<file path="config.mk">
export PLATFORM = sky130hd
export DESIGN_NAME = ecc16_err_monitor
export DESIGN_NICKNAME = d
export VERILOG_FILES = /design/src/rtl/ecc16_err_monitor.sv
export SDC_FILE = /design/constraint.sdc
export NUM_CORES = 1
export LEC_CHECK = 0
export CORE_UTILIZATION = 46
export DETAILED_ROUTE_END_ITERATION = 8
export PLACE_DENSITY = 0.79
export SLEW_MARGIN = 0
export SYNTH_ARGS = -nofsm -noshare
export SYNTH_HDL_FRONTEND = slang
export SYNTH_SLANG_ARGS = --single-unit
</file>
<file path="constraint.sdc">
create_clock -name clk -period 2.44 [get_ports clk]
set_clock_uncertainty 0.15 [all_clocks]
set_input_delay 0.488 -clock clk [delete_from_list [all_inputs] [get_ports clk]]
set_output_delay 0.488 -clock clk [all_outputs]
set_load 0.05 [all_outputs]
</file>
<file path="src/rtl/ecc16_err_monitor.sv">
// ecc16_err_monitor: one-entry valid/ready output buffer for corrected SEC-DED words,
// plus saturating single/double error counters, sticky flags, a running word index
// and the index of the first uncorrectable word since reset or clear.
module ecc16_err_monitor #(
    parameter int CNT_W = 8,
    parameter int IDX_W = 12
) (
    input  logic             clk,
    input  logic             rst_n,
    input  logic             in_valid,
    output logic             in_ready,
    input  logic [15:0]      dec_in,
    input  logic [1:0]       err_in,
    input  logic             ecc_en,
    input  logic             cnt_clr,
    output logic             out_valid,
    input  logic             out_ready,
    output logic [15:0]      out_data,
    output logic [1:0]       out_err,
    output logic [CNT_W-1:0] sec_cnt,
    output logic [CNT_W-1:0] ded_cnt,
    output logic             sec_flag,
    output logic             ded_flag,
    output logic [IDX_W-1:0] first_ded_idx,
    output logic [IDX_W-1:0] word_idx
);

    // Add one unless the counter already sits at all-ones.
    function automatic logic [CNT_W-1:0] sat_inc(input logic [CNT_W-1:0] c, input logic inc);
        if (inc && (c != {CNT_W{1'b1}})) begin
            return c + CNT_W'(1);
        end
        return c;
    endfunction

    logic             out_valid_q, out_valid_d;
    logic [15:0]      out_data_q, out_data_d;
    logic [1:0]       out_err_q, out_err_d;
    logic [CNT_W-1:0] sec_cnt_q, sec_cnt_d;
    logic [CNT_W-1:0] ded_cnt_q, ded_cnt_d;
    logic             sec_flag_q, sec_flag_d;
    logic             ded_flag_q, ded_flag_d;
    logic [IDX_W-1:0] first_ded_idx_q, first_ded_idx_d;
    logic [IDX_W-1:0] word_idx_q, word_idx_d;

    logic             accept;
    logic [1:0]       eff_err;
    logic             sec_inc;
    logic             ded_inc;
    logic [CNT_W-1:0] sec_base, ded_base;
    logic             sec_flag_base, ded_flag_base;
    logic [IDX_W-1:0] idx_base, first_base;

    // Handshake and event decode; errors only count on an accepted word with ECC enabled.
    always_comb begin
        in_ready = !out_valid_q || out_ready;
        accept   = in_valid && in_ready;
        eff_err  = ecc_en ? err_in : 2'd0;
        sec_inc  = accept && eff_err[0];
        ded_inc  = accept && (eff_err == 2'd2);
    end

    // Next-state: clear is applied first so an event in the clear cycle still registers.
    always_comb begin
        out_valid_d     = out_valid_q;
        out_data_d      = out_data_q;
        out_err_d       = out_err_q;

        if (accept) begin
            out_valid_d = 1'b1;
            out_data_d  = dec_in;
            out_err_d   = eff_err;
        end else if (out_ready) begin
            out_valid_d = 1'b0;
        end

        sec_base      = cnt_clr ? '0 : sec_cnt_q;
        ded_base      = cnt_clr ? '0 : ded_cnt_q;
        sec_flag_base = cnt_clr ? 1'b0 : sec_flag_q;
        ded_flag_base = cnt_clr ? 1'b0 : ded_flag_q;
        idx_base      = cnt_clr ? '0 : word_idx_q;
        first_base    = cnt_clr ? '0 : first_ded_idx_q;

        sec_cnt_d       = sat_inc(sec_base, sec_inc);
        ded_cnt_d       = sat_inc(ded_base, ded_inc);
        sec_flag_d      = sec_flag_base | sec_inc;
        ded_flag_d      = ded_flag_base | ded_inc;
        word_idx_d      = idx_base + IDX_W'(accept);
        // First uncorrectable word records the index it arrived at, before its own increment.
        first_ded_idx_d = (ded_inc && !ded_flag_base) ? idx_base : first_base;
    end

    // State registers; async reset drops any buffered word and zeroes all accounting.
    always_ff @(posedge clk or negedge rst_n) begin
        if (!rst_n) begin
            out_valid_q     <= 1'b0;
            out_data_q      <= '0;
            out_err_q       <= '0;
            sec_cnt_q       <= '0;
            ded_cnt_q       <= '0;
            sec_flag_q      <= 1'b0;
            ded_flag_q      <= 1'b0;
            first_ded_idx_q <= '0;
            word_idx_q      <= '0;
        end else begin
            out_valid_q     <= out_valid_d;
            out_data_q      <= out_data_d;
            out_err_q       <= out_err_d;
            sec_cnt_q       <= sec_cnt_d;
            ded_cnt_q       <= ded_cnt_d;
            sec_flag_q      <= sec_flag_d;
            ded_flag_q      <= ded_flag_d;
            first_ded_idx_q <= first_ded_idx_d;
            word_idx_q      <= word_idx_d;
        end
    end

    assign out_valid     = out_valid_q;
    assign out_data      = out_data_q;
    assign out_err       = out_err_q;
    assign sec_cnt       = sec_cnt_q;
    assign ded_cnt       = ded_cnt_q;
    assign sec_flag      = sec_flag_q;
    assign ded_flag      = ded_flag_q;
    assign first_ded_idx = first_ded_idx_q;
    assign word_idx      = word_idx_q;

endmodule

</file>
==> results.yml <==
floorplanning:
  rows: 27
  dieArea_um2: 6360
  initial_core_util: 0.490
  die_w_um: 79.7
  io_pins: 86
  die_height_um: 79.7
  core_um2: 5680
global_routing:
  grt-ovfl-total: 0
  grt_pass1_vias: 2382
  grt_max_degree: 62
  grt_usage: 0.227
  antenna_found_initial: 0
  grt_pass1_wl_mm: 10.8
place:
  dp.cells: 413
  port_buffers: 85
  dp.final_hpwl_mm: 4.45
  placed_area_um2: 3890
  place.gp.congestion: 0.833
timing:
  grt_setup_unrepaired: "no"
  finalCriticalPeriod_ns: 2.38
  fmax_ghz: 0.420
  hold_viol_final: 5
  post-route-period-util: 0.975
  relSlewSlack: 0.642
  finalSetupTns_ns: 0
  hold_ws_ns: -0.00918
  worst_slew_pin_slew_ns: 0.535
  finalMaxSlewViolations: 0
  final-setup-viol-count: 0
status:
  violations: "negative hold slack"
  outcome: "finished, violations left"
clock_tree:
  clk_latency_ns: 0.34
  numCtsBuffers: 9
  clk_path_buf_depth: 2
  cts_max_level: 3
  clock-sinks: 61
  clk_pin_slew_ns: 0.07
  hold_buffers: 0
  cts-root-buf: "clkbuf_8"
  cts_tree: "built"
routing:
  drc_errors: 0
  dr.pass1.iters: 4
  ant_nets: 0
  wl_per_cell_um: 15.2
  post_drt_via_cell_ratio: 5.46
  vias: 2343
  drt_iter0_markers: 99
  wirelength_mm: 6.51
final_layout:
  fillers: 431
  final_cells: 429
  layout_common_cells: "83 x clkdlybuf4s50_1, 60 x dfrtp_1, 26 x nor2_1"
  fin_nets: 380
  layout_commonest_cell: "clkdlybuf4s50_1"
  antenna_cells: 0
  drive_gt1_frac: 0.193
  area_growth_pct: 47.0
  fin_area_um2: 4080
yosys:
  postSynthCellCount: 243
  yosys.area.top_type: "dfrtp_1"
  synth.avg_cell_area_um2: 11.4
  synthTopCellsByArea: "dfrtp_1 55%, mux2_2 7.7%, mux2i_1 5.0%"
  yosysWarningCount: 0
  syn_nets: 271
  ys_seq_elements: 61
  syn_area_um2: 2780
  synth_cell_type_count: 36
  synth_top_area_frac: 0.549
  yosysSeqAreaShare: 0.549
setup_path:
  crit_path_end_kind: "flip-flop"
  max_stage_delay_ns: 0.65
  crit_path_cell_trace: "clkdlybuf4s50_1 -> nor2b_1 -> ha_1 -> nand4_1 -> nor3_2 -> buf_12 -> or4_1 -> a21oi_1"
  critPathLaunchType: "input pin"
  critPathSlowestCell: "clkdlybuf4s50_1"
  critPathKind: "in -> reg"
  critPathArrivalTime_ns: 2.48
  path_max_fanout: 8
  cp.required_ns: 2.54
pwr:
  p_leak_nw: 1.80
  power_density_nw_per_um2: 582
  seq_power_share: 0.461
  p_sw_w: 0.000750
  pwr-share-comb: 0.209
  internal-power_w: 0.00163
  max-vdd-ir-drop_uv: 426
  p_clk_frac: 0.330
  swShare: 0.316
job:
  drv_cap: 0
worst_hold_path:
  hold_path.class: "in -> async"
cells in the mapped netlist:
master and count:
dfrtp_1 61, nor2_1 26, mux2_2 19, mux2i_1 14, nand3_1 13, nor3_1 11
nand2_1 10, xnor2_1 9, nand2b_1 7, nor2b_1 7, inv_1 6, nand4_1 6
a21oi_1 5, ha_1 4, o31ai_1 4, or4_1 4, xor2_1 4, a41oi_1 3
and3_1 3, buf_2 3, clkbuf_1 3, nor4_1 3, buf_4 2, nor3b_1 2
o21ai_0 2, or2b_1 2, a311oi_1 1, and3_2 1, and3b_2 1, and4_2 1
buf_1 1, clkbuf_2 1, nand3_4 1, nand4_4 1, nand4b_1 1, nor4b_1 1
area by class of cell:
type	instances	area, um^2	area share
well taps	72	90.1	0.0221
repair buffers	108	1070	0.261
multi-input cells	166	1200	0.294
clock inverters	7	51.3	0.0126
inverters	6	22.5	0.00551
flip-flops and latches	61	1530	0.374
clock buffers	9	124	0.0303
state kept, by name, indices dropped and copies added, names as in the netlist:
register	cells
ded_flag	1
out_data	16
sec_flag	1
sec_cnt	8
ded_cnt	8
word_idx	12
first_ded_idx	12
out_err	2
out_valid	1
stage by stage:
stage / power [W] / utilization / setup slack (ns) / hold WS (ns)
6_report: 0.00238 / 0.720 / 0.0616 / -0.00918
5_1_grt: 0.00248 / 0.720 / 0.00744 / 0.00907
4_1_cts: 0.00241 / 0.716 / 0.0597 / 0.00745
3_5_place_dp: 0.00161 / 0.686 / -0.291 / 0.327
3_3_place_gp: 0.00161 / 0.686 / -0.149 / 0.316
2_1_floorplan: 0.00140 / - / 0.00686 / 0.0424
cell families (layout without fill, tap and decap cells):
family | Yosys count | count (layout) | synth area share
and+or+nand+nor | 101 | 101 | 0.202
DFF | 61 | 61 | 0.549
muxes | 33 | 33 | 0.127
buffers and inverters | 16 | 130 | 0.0261
AOI/OAI and AO/OA | 15 | 15 | 0.0360
xor gates and xnor gates | 13 | 13 | 0.0410
adders and majority gates | 4 | 4 | 0.0180
worst max-delay path: cells and delay by family:
kind | cells | cell delay [ns]
AO/OA/AOI/OAI | 1 | 0.19
AND/OR/NAND/NOR | 4 | 0.77
adder cells (fa/ha/maj) | 1 | 0.24
buffers and inverters | 2 | 0.78
power groups by stage:
stage                     registers (W)  clock network [W]  logic (W)
final                           0.00110           0.000784   0.000497
after global routing            0.00110           0.000858   0.000523
after CTS                       0.00110           0.000810   0.000501
after detailed placement        0.00111                  0   0.000499
after global placement          0.00111                  0   0.000495
after floorplan                 0.00130                  0  0.0000960
final timing paths:
kind                                        start                      to  slack (ns)  cells after the start
max                                       cnt_clr    sec_cnt[5]$_DFF_PN0_        0.06                      8
min                                         rst_n  out_err[1]$_DFFE_PN0P_      -0.009                      2
max reg2reg                  sec_cnt[1]$_DFF_PN0_    sec_cnt[5]$_DFF_PN0_        0.38                      7
min reg2reg                out_err[1]$_DFFE_PN0P_  out_err[1]$_DFFE_PN0P_        0.34                      2
max in group asynchronous                   rst_n   out_valid$_DFFE_PN0P_        1.84                      2
min in group clk           out_err[1]$_DFFE_PN0P_  out_err[1]$_DFFE_PN0P_        0.34                      2
layer usage:
metal / routed length, um / GRT usage / up-vias
met5: 0 / 0 / -
met4: 157 / 0.147 / 0
met3: 440 / 0.0663 / 14
met2: 3140 / 0.353 / 85
met1: 2770 / 0.274 / 1167
li1: - / - / 1077
timing repair:
item,4_1_cts,5_1_grt
setup buffers,0,0
setup endpoints to repair,0,5
endpoints found under the hold margin,0,0
gates resized for setup,0,3
No activity file was read; power rests on OpenSTA's default activity.
